--- src/rtl/avalon_burst_sram_bridge.sv ---
// avalon_burst_sram_bridge: Avalon-MM burst slave that serialises each burst into single-word async SRAM accesses
module avalon_burst_sram_bridge #(
  parameter int ADDR_WIDTH      = 32,
  parameter int SRAM_ADDR_WIDTH = 20,
  parameter int BURST_WIDTH     = 5,
  parameter int WAIT_CYCLES     = 1
) (
  input  logic                       clk,
  input  logic                       rst,
  input  logic [ADDR_WIDTH-1:0]      avalon_slave_address,
  input  logic [BURST_WIDTH-1:0]     avalon_slave_burstcount,
  input  logic                       avalon_slave_read,
  input  logic                       avalon_slave_write,
  input  logic [3:0]                 avalon_slave_byteenable,
  input  logic [31:0]                avalon_slave_writedata,
  output logic                       avalon_slave_waitrequest,
  output logic [31:0]                avalon_slave_readdata,
  output logic                       avalon_slave_readdatavalid,
  output logic [SRAM_ADDR_WIDTH-1:0] sram_addr,
  output logic [31:0]                sram_data_o,
  input  logic [31:0]                sram_data_i,
  output logic                       sram_data_oe,
  output logic                       sram_ce_n,
  output logic                       sram_oe_n,
  output logic                       sram_we_n,
  output logic [3:0]                 sram_be_n
);
  localparam logic [2:0] IDLE      = 3'd0;
  localparam logic [2:0] RD_ACCESS = 3'd1;
  localparam logic [2:0] WR_SETUP  = 3'd2;
  localparam logic [2:0] WR_PULSE  = 3'd3;
  localparam logic [2:0] WR_NEXT   = 3'd4;
  logic [2:0]                 state_q, state_d;
  logic [SRAM_ADDR_WIDTH-1:0] addr_q, addr_d;
  logic [BURST_WIDTH-1:0]     rem_q, rem_d, first_rem;
  logic [3:0]                 cnt_q, cnt_d, be_q, be_d;
  logic [31:0]                data_q, data_d, rdata_q, rdata_d;
  logic                       rdv_q, rdv_d, last, rd, wr, unused;
  assign unused    = ^avalon_slave_address;
  assign first_rem = (avalon_slave_burstcount == '0) ? '0 : avalon_slave_burstcount - 1'b1;
  assign last      = cnt_q == 4'(WAIT_CYCLES);
  always_comb begin
    state_d = state_q;
    addr_d  = addr_q;
    rem_d   = rem_q;
    cnt_d   = cnt_q;
    data_d  = data_q;
    be_d    = be_q;
    rdata_d = rdata_q;
    rdv_d   = 1'b0;
    case (state_q)
      IDLE: begin
        cnt_d = '0;
        if (avalon_slave_write || avalon_slave_read) begin
          state_d = avalon_slave_write ? WR_SETUP : RD_ACCESS;
          addr_d  = avalon_slave_address[SRAM_ADDR_WIDTH+1:2];
          rem_d   = first_rem;
          data_d  = avalon_slave_write ? avalon_slave_writedata : data_q;
          be_d    = avalon_slave_write ? avalon_slave_byteenable : be_q;
        end
      end
      RD_ACCESS: begin
        cnt_d = last ? '0 : cnt_q + 4'd1;
        if (last) begin
          rdata_d = sram_data_i;
          rdv_d   = 1'b1;
          addr_d  = addr_q + 1'b1;
          rem_d   = rem_q - 1'b1;
          state_d = (rem_q == '0) ? IDLE : RD_ACCESS;
        end
      end
      WR_SETUP: begin
        cnt_d   = '0;
        state_d = WR_PULSE;
      end
      WR_PULSE: begin
        cnt_d   = last ? '0 : cnt_q + 4'd1;
        state_d = !last ? WR_PULSE : (rem_q == '0) ? IDLE : WR_NEXT;
      end
      WR_NEXT: begin
        if (avalon_slave_write) begin
          data_d  = avalon_slave_writedata;
          be_d    = avalon_slave_byteenable;
          addr_d  = addr_q + 1'b1;
          rem_d   = rem_q - 1'b1;
          state_d = WR_SETUP;
        end
      end
      default: state_d = IDLE;
    endcase
  end
  always_ff @(posedge clk or posedge rst) begin
    if (rst) begin
      state_q <= IDLE;
      addr_q  <= '0;
      rem_q   <= '0;
      cnt_q   <= '0;
      data_q  <= '0;
      be_q    <= '0;
      rdata_q <= '0;
      rdv_q   <= 1'b0;
    end else begin
      state_q <= state_d;
      addr_q  <= addr_d;
      rem_q   <= rem_d;
      cnt_q   <= cnt_d;
      data_q  <= data_d;
      be_q    <= be_d;
      rdata_q <= rdata_d;
      rdv_q   <= rdv_d;
    end
  end
  // strobes decode straight from state so an async reset releases the SRAM bus at once
  assign rd                         = state_q == RD_ACCESS;
  assign wr                         = (state_q == WR_SETUP) || (state_q == WR_PULSE) || (state_q == WR_NEXT);
  assign avalon_slave_waitrequest   = !((state_q == IDLE) || ((state_q == WR_NEXT) && avalon_slave_write));
  assign avalon_slave_readdata      = rdata_q;
  assign avalon_slave_readdatavalid = rdv_q;
  assign sram_addr                  = addr_q;
  assign sram_data_o                = data_q;
  assign sram_data_oe               = wr;
  assign sram_ce_n                  = !(rd || wr);
  assign sram_oe_n                  = !rd;
  assign sram_we_n                  = state_q != WR_PULSE;
  assign sram_be_n                  = rd ? 4'h0 : wr ? ~be_q : 4'hF;
endmodule

--- config.mk ---
export PLATFORM = sky130hd
export DESIGN_NAME = avalon_burst_sram_bridge
export DESIGN_NICKNAME = d
export VERILOG_FILES = /design/src/rtl/avalon_burst_sram_bridge.sv
export SDC_FILE = /design/constraint.sdc
export NUM_CORES = 1
export LEC_CHECK = 0
export ABC_AREA = 1
export BUFFER_PORTS_ARGS = -buffer_cell sky130_fd_sc_hd__buf_2
export CAP_MARGIN = 5
export CORE_UTILIZATION = 48
export CTS_CLUSTER_DIAMETER = 200
export CTS_CLUSTER_SIZE = 10
export DETAILED_ROUTE_END_ITERATION = 8
export PLACE_DENSITY_LB_ADDON = 0.08
export SETUP_SLACK_MARGIN = 0.5
export SLEW_MARGIN = 0
export SYNTH_ARGS = -nofsm -noshare
export SYNTH_HDL_FRONTEND = slang
export SYNTH_SLANG_ARGS = --single-unit
--- constraint.sdc ---
create_clock -name clk -period 3.61 [get_ports clk]
set_input_delay 0 -clock clk [delete_from_list [all_inputs] [get_ports clk]]
set_output_delay 0 -clock clk [all_outputs]
set_load 0.02 [all_outputs]
==> Word level (Yosys, flattened, before mapping) <==
Cells that the tools add are included.
{ "classes": {"addsub": 4, "n_mul": 0, "div": 0, "order_cmp": 0, "eq_ne": 9, "shifts": 0, "mux": 29, "n_bitwise": 1, "n_reduce_logical": 21} }
{ "ops": {"columns": ["op", "count"], "rows": [
  ["$mux W32", 2],
  ["$pmux W32 S2", 1],
  ["$mux W20", 3],
  ["$pmux W20 S3", 1],
  ["$add A20 B1 Y20 const B", 1],
  ["$mux W4", 5],
  ["$mux W5", 4],
  ["$pmux W4 S2", 2],
  ["$mux W3", 5],
  ["$pmux W3 S5", 1],
  ["$pmux W5 S3", 1],
  ["$logic_not A5 Y1", 2],
  ["$sub A5 B1 Y5 const B", 2],
  ["$eq A3 B2 Y1 const B", 2],
  ["$ne A2 B2 Y1 const B", 3],
  ["$logic_or A1 B1 Y1", 5],
  ["$add A4 B1 Y4 const B", 1],
  ["$eq A4 B1 Y1 const B", 1],
  ["$not A4 Y4", 1],
  ["$reduce_and A2 Y1", 2],
  ["$reduce_and A4 Y1", 1],
  ["$reduce_bool A2 Y1", 2],
  ["$reduce_or A2 Y1", 2],
  ["$eq A3 B1 Y1 const B", 1],
  ["other kinds (9)", 13]
]} }
{ "word_totals": {"register_bits": 101, "latch_bits": 0, "ramBits": 0, "romBits": 0, "inputBits": 109, "output_inout_bits": 94, "mem_count": 0} }

==> Depth between registers and ports, before layout <==
{ "logic_depth": {"ltp_word": 5, "depth_mapped": 10} }

==> Worst setup path before layout <==
OpenSTA, ideal clock, no wires.
{ "synth_path": {"kind": "reg2reg", "from": "register addr_q[1], in the netlist sram_addr[1]", "to": "register addr_q[16], in the netlist sram_addr[16]", "setup_time_ns": 0.117, "arrival_ns": 1.387, "required_time_ns": 3.493, "path_slack_ns": 2.107, "stages_incl_launch_ff": 9, "n_path_buf": 0, "synth_period_minus_slack_ns": 1.503, "path_cell_list": "dfrtp_1 -> ha_1 -> nand2_1 -> nor2_1 -> nand2_1 -> o21ai_0 -> nand3_1 -> nand2_1 -> nand2_1"} }
{ "synth_via": {"elab_chain_cells": 3, "elab_cells_between_ends": 4, "classes_between": "add/sub: 1; mux: 3"} }
{ "synth_rtl": {"columns": ["element", "line_no", "text"], "rows": [
  ["from (decl)", "34", "logic [SRAM_ADDR_WIDTH-1:0] addr_q, addr_d;"],
  ["from (signal assigned)", "104", "addr_q <= addr_d;"],
  ["$add A20 B1 Y20 (*)", "67, 84", null],
  ["$mux W20, on equally long branches", "81, 64", null],
  ["$pmux W20 S3 (*)", "51", "case (state_q)"]
]} }
Every way passes the cells marked *; elsewhere a longest branch is shown, timed or not. The select of a mux whose other input is x is not followed.
A chain may end at the register's enable or synchronous reset.

==> Worst setup path after layout <==
{ "layout_path": {"from": "register state_q[2]", "to": "register rem_q[4]"} }
{ "layout_via": {"elab_chain_cells": 3, "elab_cells_between_ends": 9, "classes_between": "eq/ne: 5; mux: 1; reduce/logical: 3"} }
{ "layout_rtl": {"columns": ["element", "line_no", "text"], "rows": [
  ["from (decl)", "33", "logic [2:0] state_q, state_d;"],
  ["from (signal assigned)", "103", "state_q <= state_d;"],
  ["$eq A3 B1 Y1, or another cell as far along", "51", null],
  ["$ne A2 B2 Y1 (no line) or $reduce_bool A3 Y1 (tied branches)", null, null],
  ["$reduce_and A4 Y1 (no line)", null, null],
  ["to (signal assigned)", "105", "rem_q <= rem_d;"],
  ["to (decl)", "35", "logic [BURST_WIDTH-1:0] rem_q, rem_d, first_rem;"]
]} }
Several ways; a longest one is shown, not always the timed one.

==> flow_metrics.tcl <==
set metrics [dict create \
    outcome "finished, final reports clean" \
    cts_setup_buffers 0 \
    period_needed_ns 1.99 \
    tns_ns 0 \
    grtUsageMet2_pct 48.1 \
    r2r_start "state_q[2]" \
    drv_cap 0 \
    die_x_um 103 \
    rr_endpoint "rem_q[4]" \
    dpl.hpwl_um 8450 \
    path_class "flip-flop to flip-flop" \
    vias 5148 \
    ys_warn_count 0 \
    grt_setup_unrepaired "no" \
    ant_nets 0 \
    finalPower_mw 6.09 \
    clk_path_buf_depth 2 \
    crit_path_start_kind "flip-flop" \
    ff2ff_setup_slack_ns 1.62 \
    arrival_ns 2.24 \
    fin_nets 1044 \
    critPathRequiredTime_ns 3.86 \
    track_usage_pct 27.1 \
    grt_pass1_wl_um 22300 \
    busiest_layer "met2" \
    grt_util_met1_pct 31.9 \
    dieArea_um2 10700 \
    path_clk_slew_ns 0.09 \
    grt_antenna_before_repair 0 \
    root_buffer "clkbuf_8" \
    cts_sinks 101 \
    hp-start "avalon_slave_burstcount[4]" \
    grt_overflow 0 \
    hold_viol_final 0 \
    synthesis.nets 770 \
    die_y_um 103 \
    powerDensity_nw_per_um2 862 \
    antenna_cells 0 \
    grt_pass1_vias 4949 \
    drt_pass1_iterations 4 \
    wire_per_inst_um 13.0 \
    fmax_mhz 503 \
    min_path_cells 5 \
    syn_area_um2 4920 \
    drt_iter0_drc 216 \
    grt_start_max_net_pins 78 \
    clock_latency_ns 0.37 \
    coreArea_um2 9860 \
    slew_violations 0 \
    hold_end "rem_q[4]" \
    vdd_drop_max_mv 0.494 \
    endpoint_kind "flip-flop" \
    drt-total-wl_um 13900 \
    cellLeakagePower_nw 3.89 \
    cts_tree "yes" \
    stdcell_count 1068 \
    worst_pin_slew_ns 0.930 \
    cts_htree_levels 3 \
    crit_fanout 34 \
    finalCritPeriodShare_pct 55.1 \
    cts_buffers 9 \
    use_met3_pct 6.92 \
    final_layout_size_suffix_gt1_share_pct 24.7 \
    io_buffer_count 190 \
    syn_avg_cell_area_um2 7.49 \
    drcViolationCount 0 \
    start_util_pct 49.8 \
    ys_ff_latch 101 \
    synth_seq_area_share_pct 51.4 \
    syn2layout_area_growth_pct 43.6 \
    slew_headroom_pct 38.0 \
    place_inst 961 \
    ys_types 33 \
    ff2ff_path_depth 8 \
    setup_viol 0 \
    viasPerCell 4.82 \
    place_congestion 0.819 \
    row_count 36 \
    hold_slack_ns 0.0172 \
    fillCellCount 779 \
    skew_ns 0.00830 \
    ioPinCount 203 \
    holdCritPathClass "input pin to flip-flop" \
    postSynthCellCount 656 \
]
[worst max-delay path, stage by stage (launching register included)]
cell and delay (ns):
dfrtp_1 0.51, inv_4 0.14, nand3_4 0.09, nand2_2 0.50
inv_2 0.28, nand3_1 0.14, o21ai_0 0.09, nand2_1 0.07
nand2_1 0.05
[cell families after synthesis]
family	Yosys count	synth area share (%)
adders and majority gates	5	1.27
xor gates and xnor gates	8	1.43
and+or+nand+nor	451	36.9
buffers and inverters	59	5.37
AOI/OAI and AO/OA	32	3.61
DFF	101	51.4
[layout by cell type, fill, tap and decap left out, types with 7 or more instances in the layout]
cell / synthesis / final
clkbuf_8: 0 / 10
dfrtp_1: 101 / 101
dlygate4sd3_1: 0 / 91
nand3_1: 31 / 31
inv_1: 30 / 29
o21ai_0: 14 / 14
nor2_1: 58 / 57
buf_2: 12 / 190
xor2_1: 7 / 7
a21oi_1: 9 / 9
nand2_1: 343 / 343
[metal layers]
| metal | share of wire [%] | wire length [um] |
|---|---|---|
| met1 | 40 | 5610 |
| met5 | 0 | 0 |
| met2 | 51 | 7150 |
| met3 | 6.0 | 836 |
| met4 | 2.4 | 336 |
[worst max path at each step]
stage,from,to,slack [ns],depth (start not counted)
CTS,state_q[2],rem_q[4],1.60,8
floorplan,rst,avalon_slave_readdata[0],0.96,1
global route,state_q[2],sram_addr[7],1.42,8
detailed placement,state_q[2],rem_q[4],1.61,8
global placement,state_q[2],rem_q[4],1.63,8
finish,state_q[2],rem_q[4],1.62,8
[cell usage after synthesis, drive strengths merged]
cell type	count	area share, %
nand2	348	27
xnor2	1	0.18
xor2	7	1.2
a21oi	9	0.92
a41oi	1	0.18
inv	36	2.9
nand3b	1	0.15
nand3	33	3.7
nor3	1	0.10
nor2	60	4.8
and2	1	0.13
o21bai	1	0.15
clkbuf	5	0.38
o21ai	18	2.0
o22ai	3	0.38
nand4	5	0.94
buf	17	2.1
clkinv	1	0.076
or2	2	0.25
dfrtp	101	51
ha	5	1.3
[report_power, final]
group	switching, mW	total (mW)	internal (mW)
combinational	2.17	3.24	1.07
sequential	0.421	2.10	1.68
clock	0.400	0.742	0.341
total	2.99	6.09	3.09
[stage by stage]
step | instance area, um2 | setup slack (ns) | utilization (%)
floorplan | 4920 | 0.963 | -
global route | 7060 | 1.42 | 71.6
detailed placement | 5950 | 1.61 | 60.3
CTS | 7060 | 1.60 | 71.6
finish | 7060 | 1.62 | 71.6
global placement | 5950 | 1.63 | 60.3
[layout make-up]
type | count | area [um2] | area share, %
Clock buffer | 11 | 141 | 2.00
Clock inverter | 5 | 58.8 | 0.833
Inverter | 37 | 146 | 2.07
Multi-Input combinational cell | 496 | 2130 | 30.1
Sequential cell | 101 | 2530 | 35.8
Tap cell | 133 | 166 | 2.36
Timing Repair Buffer | 285 | 1890 | 26.8
[state kept, by name, indices dropped and copies added, names as in the netlist]
signal                      flops
avalon_slave_readdatavalid      1
state_q                         3
sram_data_o                    32
sram_addr                      20
cnt_q                           4
avalon_slave_readdata          32
be_q                            4
rem_q                           5
[repair_timing]
item / CTS / global route
gates resized for setup: 0 / 0
hold buffers: 91 / 0
hold endpoints to repair: 166 / 0
Power figures use the tool's default switching activity.
